### src/rtl/arm_mem_pkg.sv
// Shared types and constants for the external-SRAM data-memory path.
// Contents: FSM state enum, default base address, half-word select bits.
package arm_mem_pkg;

  typedef enum logic [1:0] {IDLE, LOW, HIGH, DONE} state_t;

  localparam logic [31:0] DEFAULT_BASE_ADDR = 32'd1024;

  // LSB of the SRAM half-word address: low or high half of a 32-bit word
  localparam logic HALF_LO = 1'b0;
  localparam logic HALF_HI = 1'b1;

endpackage

### src/rtl/sram_wait_counter.sv
// Wait-state counter for one SRAM access phase.
// Ports:
//   clk, rst  - clock, async active-high reset
//   clear     - force count to 0 (has priority over inc)
//   inc       - advance count by one
//   last      - count has reached WAIT_CYCLES (final cycle of the phase)
module sram_wait_counter #(
  parameter int unsigned WAIT_CYCLES = 1
) (
  input  logic clk,
  input  logic rst,
  input  logic clear,
  input  logic inc,
  output logic last
);

  logic [3:0] count;

  always_ff @(posedge clk or posedge rst) begin
    if (rst)        count <= '0;
    else if (clear) count <= '0;
    else if (inc)   count <= count + 4'd1;
  end

  assign last = (count == 4'(WAIT_CYCLES));

endmodule

### src/rtl/sram_controller.sv
// MEM-stage controller: turns one 32-bit load/store into two half-word
// accesses on an external 16-bit asynchronous SRAM, freezing the pipeline
// via `ready` until the access is complete.
// Ports:
//   clk, rst           - clock, async active-high reset
//   mem_r_en, mem_w_en - load / store request (write wins if both)
//   address, data      - byte address and store data
//   data_memory_out    - registered load result, valid from the DONE cycle
//   ready              - 0 freezes the pipeline
//   sram_addr, sram_dq_out, sram_dq_oe, sram_we_n - registered SRAM pins
//   sram_dq_in         - read data from the DQ pad
//   addr_err           - sticky out-of-range flag
// Optional feature: define RANGE_CHECK_EN to reject out-of-range addresses
// (no SRAM cycle, read returns 0, addr_err set). Undefined: addr_err = 0
// and addresses wrap by truncation.
module sram_controller
  import arm_mem_pkg::*;
#(
  parameter logic [31:0] BASE_ADDR   = DEFAULT_BASE_ADDR,
  parameter int unsigned WAIT_CYCLES = 1,
  parameter int unsigned SRAM_AW     = 18
) (
  input  logic               clk,
  input  logic               rst,
  input  logic               mem_r_en,
  input  logic               mem_w_en,
  input  logic [31:0]        address,
  input  logic [31:0]        data,
  output logic [31:0]        data_memory_out,
  output logic               ready,
  output logic [SRAM_AW-1:0] sram_addr,
  output logic [15:0]        sram_dq_out,
  output logic               sram_dq_oe,
  input  logic [15:0]        sram_dq_in,
  output logic               sram_we_n,
  output logic               addr_err
);

  state_t             state, state_nxt;
  logic               req, start, lo_done, hi_done, last, range_bad;
  logic [SRAM_AW-2:0] w_in, w_lat;
  logic               op_wr;
  logic [15:0]        wdata_hi, rd_lo;

  assign req  = mem_r_en | mem_w_en;
  // Word index; address[1:0] drops out with the shift, high bits truncate.
  assign w_in = (SRAM_AW-1)'((address - BASE_ADDR) >> 2);

`ifdef RANGE_CHECK_EN
  assign range_bad = (address < BASE_ADDR) ||
                     (((address - BASE_ADDR) >> 2) >= (32'd1 << (SRAM_AW-1)));

  always_ff @(posedge clk or posedge rst) begin
    if (rst)                    addr_err <= 1'b0;
    else if (start && range_bad) addr_err <= 1'b1;
  end
`else
  assign range_bad = 1'b0;
  assign addr_err  = 1'b0;
`endif

  sram_wait_counter #(.WAIT_CYCLES(WAIT_CYCLES)) u_wait (
    .clk  (clk),
    .rst  (rst),
    .clear(!(state == LOW || state == HIGH) || last),
    .inc  (1'b1),
    .last (last)
  );

  always_ff @(posedge clk or posedge rst) begin
    if (rst) state <= IDLE;
    else     state <= state_nxt;
  end

  always_comb begin
    state_nxt = state;
    start     = 1'b0;
    lo_done   = 1'b0;
    hi_done   = 1'b0;
    case (state)
      IDLE: if (req) begin
        start     = 1'b1;
        state_nxt = range_bad ? DONE : LOW;
      end
      LOW: if (last) begin
        lo_done   = 1'b1;
        state_nxt = HIGH;
      end
      HIGH: if (last) begin
        hi_done   = 1'b1;
        state_nxt = DONE;
      end
      default: state_nxt = IDLE;
    endcase
  end

  assign ready = !(req && state != DONE);

  // SRAM pins are loaded one edge ahead of each phase so they are stable
  // (and glitch-free) for every cycle of that phase.
  always_ff @(posedge clk or posedge rst) begin
    if (rst) begin
      op_wr           <= 1'b0;
      w_lat           <= '0;
      wdata_hi        <= '0;
      rd_lo           <= '0;
      data_memory_out <= '0;
      sram_addr       <= '0;
      sram_dq_out     <= '0;
      sram_dq_oe      <= 1'b0;
      sram_we_n       <= 1'b1;
    end else begin
      if (start) begin
        op_wr    <= mem_w_en;
        w_lat    <= w_in;
        wdata_hi <= data[31:16];
        if (range_bad) begin
          if (!mem_w_en) data_memory_out <= '0;
        end else begin
          sram_addr   <= {w_in, HALF_LO};
          sram_dq_out <= data[15:0];
          sram_dq_oe  <= mem_w_en;
          sram_we_n   <= !mem_w_en;
        end
      end
      if (lo_done) begin
        if (!op_wr) rd_lo <= sram_dq_in;
        sram_addr   <= {w_lat, HALF_HI};
        sram_dq_out <= wdata_hi;
      end
      if (hi_done) begin
        sram_we_n  <= 1'b1;
        sram_dq_oe <= 1'b0;
        // result lands on entry to DONE
        if (!op_wr) data_memory_out <= {sram_dq_in, rd_lo};
      end
    end
  end

endmodule

### config.mk
export PLATFORM = sky130hd
export DESIGN_NAME = sram_controller
export DESIGN_NICKNAME = d
export VERILOG_FILES = /design/src/rtl/arm_mem_pkg.sv /design/src/rtl/sram_wait_counter.sv /design/src/rtl/sram_controller.sv
export SDC_FILE = /design/constraint.sdc
export NUM_CORES = 1
export LEC_CHECK = 0
export BUFFER_PORTS_ARGS = -buffer_cell sky130_fd_sc_hd__clkbuf_2
export CAP_MARGIN = 40
export CORE_ASPECT_RATIO = 1.75
export CORE_MARGIN = 2
export CORE_UTILIZATION = 55
export CTS_CLUSTER_DIAMETER = 50
export CTS_CLUSTER_SIZE = 28
export DETAILED_ROUTE_END_ITERATION = 10
export GPL_ROUTABILITY_DRIVEN = 0
export HOLD_SLACK_MARGIN = 0.05
export PLACE_DENSITY = 0.89
export SLEW_MARGIN = 20
export SYNTH_ARGS = -nofsm -noshare
export SYNTH_HDL_FRONTEND = slang
export SYNTH_SLANG_ARGS = --single-unit
### constraint.sdc
create_clock -name clk -period 12.86 [get_ports clk]
set_input_delay 2.572 -clock clk [delete_from_list [all_inputs] [get_ports clk]]
set_output_delay 2.572 -clock clk [all_outputs]
set_load 0.1 [all_outputs]
## Word level (Yosys, flattened, before mapping)

Index checks and enable logic that the tools add are counted.

| cells by class | value |
|---|---|
| $add $sub $neg | 2 |
| $mul | 0 |
| divide/modulo/power cells | 0 |
| magnitude comparators | 0 |
| equality and inequality tests | 7 |
| shifts and indexed selects | 0 |
| muxes and demuxes | 18 |
| bitwise gates (word level) | 2 |
| reduce and logical (&&, ||, !) cells | 12 |

Operator list:

| operator | number |
|---|---|
| two-way mux 18 bit | 2 |
| two-way mux 16 bit | 2 |
| subtractor 19 x 11 -> 19 bit, second input constant | 1 |
| two-way mux 1 bit | 9 |
| != test 2 bit, second input constant | 4 |
| two-way mux 2 bit | 3 |
| case mux 2 bit (3 select lines) | 1 |
| adder 4 x 1 -> 4 bit, second input constant | 1 |
| == test 4 x 1 -> 1 bit, second input constant | 1 |
| two-way mux 4 bit | 1 |
| AND reduction 2 bit | 2 |
| nonzero test 2 bit | 2 |
| logical NOT 1 bit | 3 |
| AND reduction 3 bit | 1 |
| == test 2 x 1 -> 1 bit, second input constant | 1 |
| == test 2 bit, second input constant | 1 |
| logical NOT 2 bit | 1 |
| logical OR 1 bit | 2 |
| logical AND 1 bit | 1 |
| NOT 1 bit | 1 |
| bitwise OR 1 bit | 1 |

| storage, ports and cells | value |
|---|---|
| bits in registers | 124 |
| bits in latches | 0 |
| memory bits (writable) | 0 |
| memory bits (read-only) | 0 |
| input port bits | 84 |
| output and inout port bits | 70 |
| memories | 0 |

## Longest topological paths before layout

Gate-level depths: netlist of run 1.

| depth | value |
|---|---|
| depth in word-level cells | 5 |
| gate-level depth with buffers | 8 |

## By module

Synthesis of run 1 repeated with hierarchy kept, for this count alone.

| second synthesis, totals | value |
|---|---|
| cells, all modules | 474 |
| area, all modules | 5132.4 µm² |

By module, submodules not included:

| module | instances | cells an instance | area each (µm²) | sequential area each (µm²) |
|---|---|---|---|---|
| sram_controller | 1 | 454 | 4914.7 | 3004.1 |
| sram_wait_counter | 1 | 20 | 217.7 | 100.1 |

## Worst setup path after synthesis of run 1

No wires, ideal clock.

| timing | value |
|---|---|
| path type | input-to-output |
| from | input port mem_r_en |
| to | output port ready |
| arrival time | 3.121 ns |
| slack | 7.167 ns |
| cell stages on the path | 2 |
| buffers on the path | 0 |
| path through | nor2_1 > or2_2 |

| on the way | value |
|---|---|
| cells in the longest elaborated chain, start to end | 3 |

Ends and longest elaborated chain:

| element | line | RTL |
|---|---|---|
| from (decl) | sram_controller.sv:25 | `input logic mem_r_en,` |
| bitwise OR 1 bit | sram_controller.sv:45 | `assign req = mem_r_en \| mem_w_en;` |
| logical AND 1 bit | sram_controller.sv:97 | `assign ready = !(req && state != DONE);` |
| logical NOT 1 bit | sram_controller.sv:97 |  |
| to (decl) | sram_controller.sv:30 | `output logic ready,` |

No other way between the ends.

## Worst setup path after layout of run 1

Ends and elaborated chain as after synthesis.

==> metrics.yaml, run 1 <==
synth:
  yosysTopAreaCell: "dfrtp_1"
  post_synth_xor_area_fraction_pct: 0.511
  syn_avg_cell_area_sq_um: 11.5
  yosysMostFrequentCell: "dfrtp_1"
  yosysSeqAreaShare_pct: 60.4
  ys_ff_latch: 124
  synth_fa_ha_area_share_pct: 1.95
  ys_top_cells_by_count: "dfrtp_1 (123), nand2_1 (111), mux2_2 (49), o21ai_0 (36), mux2i_1 (25)"
  syn_nets: 540
  synth_top_family_by_area: "multiplexers"
  synth_top_area_share_pct: 59.9
  netlist_instances: 448
  yosys-top-cells-area: "dfrtp_1 (60%), mux2_2 (11%), nand2_1 (8.1%)"
  ys_warn_count: 0
  synth-compound-area-share_pct: 7.54
  async_flop_share_pct: 100
  yosysUniqueCellTypes: 40
  synth-main-ff-cell: "dfrtp_1"
  synth_edf_count: 0
  muxShareOfSynthArea_pct: 15.6
  synthSimpleGateAreaFrac_pct: 11.3
  syn_area_sq_mm: 0.00514
grt:
  top_usage_layer: "met2"
  grt_max_degree: 56
  grt_pass1_vias: 3951
  globalRouteMet2Util_pct: 40.5
  grt_usage_pct: 22.7
  grt_antenna_before_repair: 0
  grt_pass1_wl_um: 18400
  grt_overflow_total: 0
  use_met3_pct: 6.23
  met1_usage_pct: 25.2
clock_network:
  clkSinkCount: 124
  cts_setup_buffers: 0
  clk_pin_slew_ps: 60
  root_buffer: "clkbuf_16"
  cts_made_buffers: 17
  cts_max_path_buffers: 2
  cts_htree_levels: 4
  holdBufCountCts: 0
  tritoncts: "built"
  clk_latency_ps: 400
  cts_resized: 0
sta:
  max_freq_mhz: 167
  clock_skew_ps: 6.10
  rsz0062_at_grt: "no"
  finalHoldViolCount: 0
  min_period_over_period_pct: 46.5
  max_slew_margin_pct: 57.1
  worstMarginPinSlew_ps: 643
  layout_min_cycle_time_ps: 5980
  maxSlewViolCount: 0
  setup_slack_ps: 6880
  tns_ps: 0
  setup_viol_count_final: 0
worst_setup_path:
  crit_arrival_ps: 3410
  cp.required_ps: 10290
  criticalPathCategory: "primary input to output pin"
  cpPeakStageDelay_ps: 370
  cp_common_cell: "clkbuf_2"
  cpLargestDelayFamily: "buffers and inverters"
  cp-end-kind: "output pin"
  cpMaxStageDelayCell: "clkbuf_2"
  crit_buf_inv: 2
  worstPathMaxFanout: 4
  crit_path_start_kind: "primary input"
  crit_path_cell_trace: "clkbuf_2 -> nor2_1 -> or2_2 -> clkbuf_2"
routing:
  initialDrtViolationCount: 120
  drt-total-wl_um: 10900
  via_count: 3798
  vias_per_cell: 5.28
  drc: 0
  avgRoutedWirePerCell_um: 15.2
  ant_nets: 0
  dr.pass1.iters: 5
run:
  maxCapViolCount: 0
die:
  dieArea_sq_mm: 0.0102
  core_sq_mm: 0.00909
  pin_count: 154
  rows: 46
  die_x_um: 77.1
  start_util_pct: 56.5
  die_y_um: 132
cells_and_area:
  area_growth_pct: 28.3
  fin_nets: 678
  diodes: 0
  final_util_pct: 72.6
  multi_input_area_sq_mm: 0.00192
  seq_area_sq_mm: 0.00310
  num-fill-cells: 638
  layout-drive-gt1-share_pct: 38.9
placed_design:
  hpwlAfterDp_um: 7570
  dp_slack_ps: 6870
  numPortBuffers: 137
outcome:
  status: "complete, no violations"
worst_hold_path:
  hold_class: "register to register"
-- stage by stage --
stage	instance area, sq um	instances	hold WS, ps
6_report	6600	719	473
5_1_grt	6600	719	486
3_5_place_dp	5960	687	462
3_3_place_gp	5920	685	457
4_1_cts	6600	719	478
2_1_floorplan	5140	448	446
-- sequential cells by signal (all words and copies together) (netlist names) --
| signal | cells |
|---|---|
| u_wait.count | 4 |
| wdata_hi | 16 |
| sram_addr | 18 |
| data_memory_out | 32 |
| rd_lo | 16 |
| state | 2 |
| sram_we_n | 1 |
| op_wr | 1 |
| w_lat | 17 |
| sram_dq_out | 16 |
| sram_dq_oe | 1 |
-- cells by family after synthesis --
group,after synthesis
AO/OA/AOI/OAI,64
XOR/XNOR,3
adder cells (fa/ha/maj),8
buffers and inverters,31
flip-flops,124
multiplexers,74
other,1
AND/OR/NAND/NOR,143
-- per-layer routing --
layer | vias up | wire, um
li1 | 1792 | -
met1 | 1857 | 4180
met2 | 130 | 5990
met3 | 19 | 582
met4 | 0 | 189
met5 | - | 0
-- worst paths after layout --
path	cells past startpoint	endpoint	slack, ps	startpoint
min	2	wdata_hi[3]$_DFFE_PP0P_	470	wdata_hi[3]$_DFFE_PP0P_
min in group asynchronous	2	data_memory_out[19]$_DFFE_PP0P_	2200	rst
max reg2reg	7	sram_addr[17]$_DFFE_PP0P_	10490	state[0]$_DFFE_PP0P_
min reg2reg	2	wdata_hi[3]$_DFFE_PP0P_	470	wdata_hi[3]$_DFFE_PP0P_
max in group asynchronous	4	sram_we_n$_DFFE_PP1P_	9420	rst
max	4	ready	6880	mem_r_en
-- tightest hold or removal path: stages (launching register included) --
cell	delay, ps
dfrtp_1	340
nand2_1	50
nand2_1	50
-- cells in the final DEF, fill, tap and decap left out, types with 3 or more instances in the layout --
cell type	netlist	routed
clkbuf_2	0	137
dfrtp_1	123	123
nand2_1	111	111
mux2_2	49	49
o21ai_0	36	36
mux2i_1	25	25
nor2_1	19	18
clkbuf_16	0	17
ha_1	8	8
inv_1	6	5
a21o_1	5	5
buf_4	2	5
clkinvlp_4	0	4
bufinv_16	0	4
or3_1	3	3
a21oi_1	3	3
o22a_1	3	3
o22ai_1	3	3
clkinv_2	0	3
clkbuf_8	0	3
-- cell type report --
class / count / area share, %
Multi-Input combinational cell: 293 / 29.1
Sequential cell: 124 / 47.1
Inverter: 6 / 0.379
Timing Repair Buffer: 144 / 11.6
Clock inverter: 11 / 2.50
Clock buffer: 21 / 7.13
Tap cell: 120 / 2.28
Power of run 1 is not shown: default switching activity piles up to over one toggle a cycle in this logic, so the estimate is an artifact.
==> inputs of run 2 (changes only) <==
--- a/config.mk
+++ b/config.mk
@@ -9,13 +9,13 @@
 export CAP_MARGIN = 40
 export CORE_ASPECT_RATIO = 1.75
 export CORE_MARGIN = 2
-export CORE_UTILIZATION = 55
+export CORE_UTILIZATION = 51
 export CTS_CLUSTER_DIAMETER = 50
 export CTS_CLUSTER_SIZE = 28
 export DETAILED_ROUTE_END_ITERATION = 10
 export GPL_ROUTABILITY_DRIVEN = 0
 export HOLD_SLACK_MARGIN = 0.05
-export PLACE_DENSITY = 0.89
+export PLACE_DENSITY = 0.84
 export SLEW_MARGIN = 20
 export SYNTH_ARGS = -nofsm -noshare
 export SYNTH_HDL_FRONTEND = slang
==> constraint.sdc (replaced) <==
create_clock -name clk -period 5.9 [get_ports clk]
set_input_delay 1.18 -clock clk [delete_from_list [all_inputs] [get_ports clk]]
set_output_delay 1.18 -clock clk [all_outputs]
set_load 0.1 [all_outputs]
==> run 2 against run 1 <==
  * Critical path depth unchanged
  * Critical endpoint unchanged
  * Via count down 1.8%
  * Final cell count up 0.70%
==> metrics.yaml, run 2 (synthesis results as in run 1) <==
outcome:
  status: "complete, no violations"
sta:
  max_freq_mhz: 312
  finalHoldViolCount: 0  # unchanged
  clock_skew_ps: 5.17  # -0.934 ps
  worstMarginPinSlew_ps: 703  # +60.0 ps
  max_slew_margin_pct: 53.1  # -4.0 points
  setup_viol_count_final: 0  # unchanged
  layout_min_cycle_time_ps: 3200
  rsz0062_at_grt: "no"
  maxSlewViolCount: 0  # unchanged
  min_period_over_period_pct: 54.3
  tns_ps: 0  # unchanged
  timing.hold.ws_ps: 474  # +0.690 ps
worst_setup_path:
  worstPathMaxFanout: 4  # unchanged
  cp.required_ps: 4720  # -5570 ps
  cp-end-kind: "output pin"
  crit_path_start_kind: "primary input"
  criticalPathCategory: "primary input to output pin"
  crit_arrival_ps: 2020  # -1390 ps
grt:
  grt_overflow_total: 0  # unchanged
  grt_pass1_vias: 3965  # +0.35%
  grt_usage_pct: 21.1  # -1.6 points
  grt_antenna_before_repair: 0  # unchanged
  grt_pass1_wl_um: 18000  # -2.2%
  grt_max_degree: 69  # +23%
placed_design:
  hpwlAfterDp_um: 7550  # -0.27%
  placed_cells: 691  # +0.58%
  numPortBuffers: 137  # unchanged
cells_and_area:
  top_register: "data_memory_out"
  diodes: 0  # unchanged
  num-fill-cells: 758  # +19%
  area_growth_pct: 28.5
  stdcell_count: 724  # +0.70%
  fin_nets: 678  # unchanged
  final_common_cell: "clkbuf_2"
  top_regs: "data_memory_out (32), sram_addr (18), w_lat (17)"
  multi_input_area_sq_mm: 0.00192  # unchanged
  largest_reg_flops: 32  # unchanged
  seq_area_sq_mm: 0.00310  # unchanged
  layout-drive-gt1-share_pct: 39.1  # +0.17 points
  final_cell_mix: "clkbuf_2 (137), dfrtp_1 (123), nand2_1 (111)"
die:
  rows: 48  # +4.3%
  dieArea_sq_mm: 0.0109  # +7.5%
  die_y_um: 137  # +3.7%
  pin_count: 154  # unchanged
  start_util_pct: 52.2  # -4.3 points
  core_sq_mm: 0.00985  # +8.3%
  die_x_um: 79.9  # +3.6%
clock_network:
  cts_max_path_buffers: 2  # unchanged
  cts_resized: 0  # unchanged
  clk_latency_ps: 400  # about the same
  tritoncts: "built"
  cts_htree_levels: 4  # unchanged
  root_buffer: "clkbuf_16"
  cts_made_buffers: 17  # unchanged
  holdBufCountCts: 0  # unchanged
  cts_setup_buffers: 0  # unchanged
  clkSinkCount: 124  # unchanged
  clk_pin_slew_ps: 50  # about the same
routing:
  drt-total-wl_um: 10900  # -0.69%
  initialDrtViolationCount: 79  # -34%
  dr.pass1.iters: 4  # -1
  avgRoutedWirePerCell_um: 15.0  # -1.4%
  drc: 0  # unchanged
  ant_nets: 0  # unchanged
  vias_per_cell: 5.15  # -2.5%
  via_count: 3728  # -1.8%
run:
  maxCapViolCount: 0  # unchanged
worst_hold_path:
  hold_class: "register to register"
run 2: final timing paths:
check / startpoint / cells past startpoint / slack (ps) / to
worst min register to register: wdata_hi[1]$_DFFE_PP0P_ / 2 / 470 / wdata_hi[1]$_DFFE_PP0P_
worst max register to register: state[0]$_DFFE_PP0P_ / 7 / 3490 / sram_addr[14]$_DFFE_PP0P_
max in group asynchronous: rst / 4 / 3910 / sram_addr[1]$_DFFE_PP0P_
worst min-delay path: wdata_hi[1]$_DFFE_PP0P_ / 2 / 470 / wdata_hi[1]$_DFFE_PP0P_
worst max-delay path: mem_r_en / 4 / 2700 / ready
min in group asynchronous: rst / 2 / 700 / sram_dq_out[9]$_DFFE_PP0P_
run 2: final cells by class:
type / instances / share of cell area [%]
clock inverters: 14 / 2.59
repair buffers: 144 / 12.0
well taps: 125 / 2.37
inverters: 6 / 0.379
flip-flops and latches: 124 / 47.0
multi-input cells: 293 / 29.1
clock buffers: 18 / 6.65
run 2: routing by layer:
layer	vias to the layer above	global-route usage, %	share of wire [%]
met5	-	0	0
met4	0	7.63	1.5
met3	15	6.33	5.9
met2	118	37.5	54
met1	1806	23.7	39
li1	1789	-	-
run 2: critical path, cell delays in order:
cell	delay, ps
clkbuf_2	140
nor2_1	70
or2_2	260
clkbuf_2	370
run 2: through the flow:
step | cell area, sq um | util [%] | setup slack (ps)
3_3_place_gp | 5920 | 60.1 | 2700
5_1_grt | 6610 | 67.1 | 2660
2_1_floorplan | 5140 | - | 1420
3_5_place_dp | 5970 | 60.6 | 2700
4_1_cts | 6580 | 66.8 | 2700
6_report | 6610 | 67.1 | 2700
Power of run 2 is left out for the same reason.
==> inputs of run 3 (changes only) <==
--- a/config.mk
+++ b/config.mk
@@ -5,17 +5,18 @@
 export SDC_FILE = /design/constraint.sdc
 export NUM_CORES = 1
 export LEC_CHECK = 0
+export ABC_AREA = 1
 export BUFFER_PORTS_ARGS = -buffer_cell sky130_fd_sc_hd__clkbuf_2
 export CAP_MARGIN = 40
 export CORE_ASPECT_RATIO = 1.75
 export CORE_MARGIN = 2
-export CORE_UTILIZATION = 51
+export CORE_UTILIZATION = 47
 export CTS_CLUSTER_DIAMETER = 50
 export CTS_CLUSTER_SIZE = 28
 export DETAILED_ROUTE_END_ITERATION = 10
 export GPL_ROUTABILITY_DRIVEN = 0
 export HOLD_SLACK_MARGIN = 0.05
-export PLACE_DENSITY = 0.84
+export PLACE_DENSITY = 0.81
 export SLEW_MARGIN = 20
 export SYNTH_ARGS = -nofsm -noshare
 export SYNTH_HDL_FRONTEND = slang
==> constraint.sdc (replaced) <==
create_clock -name clk -period 2.9 [get_ports clk]
set_input_delay 0.58 -clock clk [delete_from_list [all_inputs] [get_ports clk]]
set_output_delay 0.58 -clock clk [all_outputs]
set_load 0.1 [all_outputs]
==> run 3 against run 2 <==
  * The run now ends with DRC left
  * Area after synthesis is 6.9% higher
  * Routed wire length is 16% higher
  * Sequential cell count stayed put
  * Core utilization is 8.0 points lower
  * Final cell count is 26% higher
  * Critical path depth is 1 lower
==> metrics.yaml, run 3 <==
synth:
  ys_warn_count: 0  # unchanged
  muxShareOfSynthArea_pct: 0  # -16 points
  yosysTopAreaCell: "dfrtp_1"
  synth_edf_count: 0  # unchanged
  ys_top_cells_by_count: "nand2_1 (265), dfrtp_1 (123), o21ai_0 (63), nand3_1 (60), inv_1 (26)"
  async_flop_share_pct: 100  # unchanged
  yosysSeqAreaShare_pct: 56.5  # -3.9 points
  ys_ff_latch: 124  # unchanged
  yosysUniqueCellTypes: 32  # -20%
  post_synth_xor_area_fraction_pct: 0.478  # -0.033 points
  synth_fa_ha_area_share_pct: 1.82  # -0.13 points
  syn_avg_cell_area_sq_um: 8.68  # -24%
  synth-compound-area-share_pct: 6.56  # -0.99 points
  syn_nets: 725  # +34%
  synth_top_family_by_area: "simple AND/OR/NAND/NOR gates"
  syn_area_sq_mm: 0.00549  # +6.9%
  yosys-top-cells-area: "dfrtp_1 (56%), nand2_1 (18%), o21ai_0 (5.7%)"
  netlist_instances: 633  # +41%
  synthSimpleGateAreaFrac_pct: 27.9  # +17 points
  synth-main-ff-cell: "dfrtp_1"
  synth_top_area_share_pct: 56.0  # -3.8 points
  yosysMostFrequentCell: "nand2_1"
cells_and_area:
  top_regs: "data_memory_out (32), sram_addr (18), w_lat (17)"
  top_register: "data_memory_out"
  num-fill-cells: 1039  # +37%
  layout-drive-gt1-share_pct: 25.7  # -13 points
  final_cell_mix: "nand2_1 (265), clkbuf_2 (137), dfrtp_1 (123)"
  largest_reg_flops: 32  # unchanged
  fin_nets: 854  # +26%
  final_util_pct: 59.1  # -8.0 points
  final_common_cell: "nand2_1"
  area_growth_pct: 23.9
  seq_area_sq_mm: 0.00310  # unchanged
  multi_input_area_sq_mm: 0.00203  # +5.6%
  diodes: 0  # unchanged
worst_setup_path:
  reg2reg_to: "sram_dq_out[15]$_DFFE_PP0P_"
  cpMaxStageDelayCell: "dfrtp_1"
  crit_arrival_ps: 1690  # -330 ps
  cpPeakStageDelay_ps: 430  # +60 ps
  crit_path_start_kind: "register"
  worstPathMaxFanout: 5  # +1
  cp.required_ps: 2320  # -2400 ps
  ff2ff_path_depth: 9  # +2
  criticalPathCategory: "register to output pin"
  crit_path_cell_trace: "ha_1 -> or2_2 -> clkbuf_2"
  ff2ff_setup_slack_ps: 730  # -2760 ps
  cp-end-kind: "output pin"
  reg2reg_from: "u_wait.count[0]$_DFF_PP0_"
grt:
  grt_pass1_vias: 4653  # +17%
  grt_usage_pct: 21.3  # +0.16 points
  grt_max_degree: 75  # +8.7%
  grt_antenna_before_repair: 0  # unchanged
  grt_pass1_wl_um: 21200  # +18%
  grt_overflow_total: 0  # unchanged
clock_network:
  root_buffer: "clkbuf_16"
  tritoncts: "built"
  cts_htree_levels: 4  # unchanged
  cts_setup_buffers: 0  # unchanged
  cts_resized: 0  # unchanged
  clk_latency_ps: 400  # about the same
  clk_pin_slew_ps: 50  # about the same
  clkSinkCount: 124  # unchanged
  cts_max_path_buffers: 2  # unchanged
  cts_made_buffers: 17  # unchanged
  holdBufCountCts: 0  # unchanged
sta:
  max_freq_mhz: 440
  rsz0062_at_grt: "no"
  clock_skew_ps: 9.10  # +3.94 ps
  max_slew_margin_pct: 53.9  # +0.82 points
  maxSlewViolCount: 0  # unchanged
  layout_min_cycle_time_ps: 2270
  worstMarginPinSlew_ps: 689  # -13.9 ps
  finalHoldViolCount: 0  # unchanged
  min_period_over_period_pct: 78.4
  setup_viol_count_final: 0  # unchanged
  tns_ps: 0  # unchanged
routing:
  ant_nets: 0  # unchanged
  drc: 9  # +9
  initialDrtViolationCount: 287  # +260%
  via_count: 4630  # +24%
  vias_per_cell: 5.09  # -1.2%
  avgRoutedWirePerCell_um: 13.8  # -7.8%
  dr.pass1.iters: 9  # +5
  drt-total-wl_um: 12600  # +16%
outcome:
  status: "complete, but fails checks"
  violations: "DRC"
die:
  start_util_pct: 47.7  # -4.5 points
  pin_count: 154  # unchanged
  rows: 52  # +8.3%
  dieArea_sq_mm: 0.0126  # +15%
  core_sq_mm: 0.0115  # +17%
  die_x_um: 85.7  # +7.3%
  die_y_um: 147  # +7.5%
worst_hold_path:
  hold_class: "primary input to async pin"
placed_design:
  hpwlAfterDp_um: 8660  # +15%
  numPortBuffers: 137  # unchanged
run:
  maxCapViolCount: 0  # unchanged
run 3: final cells by class:
type	instances	share of cell area [%]
inverters	30	1.75
multi-input cells	444	29.8
well taps	135	2.48
repair buffers	145	11.3
clock buffers	21	6.62
clock inverters	11	2.46
flip-flops and latches	124	45.6
run 3: worst max-delay path by stage:
stage | cells after the start | to | start | slack, ps
after floorplan | 1 | data_memory_out[0]$_DFFE_PP0P_ | rst | 800
after global placement | 9 | sram_dq_out[3]$_DFFE_PP0P_ | u_wait.count[0]$_DFF_PP0_ | 750
after detailed placement | 9 | sram_dq_out[15]$_DFFE_PP0P_ | u_wait.count[0]$_DFF_PP0_ | 690
after CTS | 3 | ready | state[0]$_DFFE_PP0P_ | 610
after global routing | 9 | sram_dq_out[6]$_DFFE_PP0P_ | u_wait.count[0]$_DFF_PP0_ | 530
final | 3 | ready | state[0]$_DFFE_PP0P_ | 630
run 3: per-layer routing:
| metal | global-route usage (%) | wire [um] | share of wire [%] | up-vias |
|---|---|---|---|---|
| met5 | 0 | 0 | 0 | - |
| met4 | 10.6 | 431 | 3.4 | 0 |
| met3 | 3.99 | 547 | 4.3 | 31 |
| met2 | 38.2 | 6860 | 54 | 150 |
| met1 | 23.5 | 4750 | 38 | 2174 |
| li1 | - | - | - | 2275 |
run 3: critical path, delay by kind of cell, from the launching register on:
family                     cells  cell delay [ps]
buffers and inverters          1              370
adders and majority gates      1              210
and+or+nand+nor                1              290
DFF                            1              430
run 3: cell families after synthesis:
kind of cell    Yosys count
flops                   124
buf+inv                  65
fa+ha+maj                 8
xor+xnor                  3
compound gates           71
other cells               1
simple gates            361
run 3: stage by stage:
step,setup WS [ps],hold WS (ps),cells,instance area (sq um)
final,626,270,910,6810
after CTS,611,283,910,6810
after global routing,528,312,910,6810
after global placement,755,454,878,6190
after detailed placement,695,459,878,6190
after floorplan,796,442,633,5500
Power of run 3 is left out for the same reason.
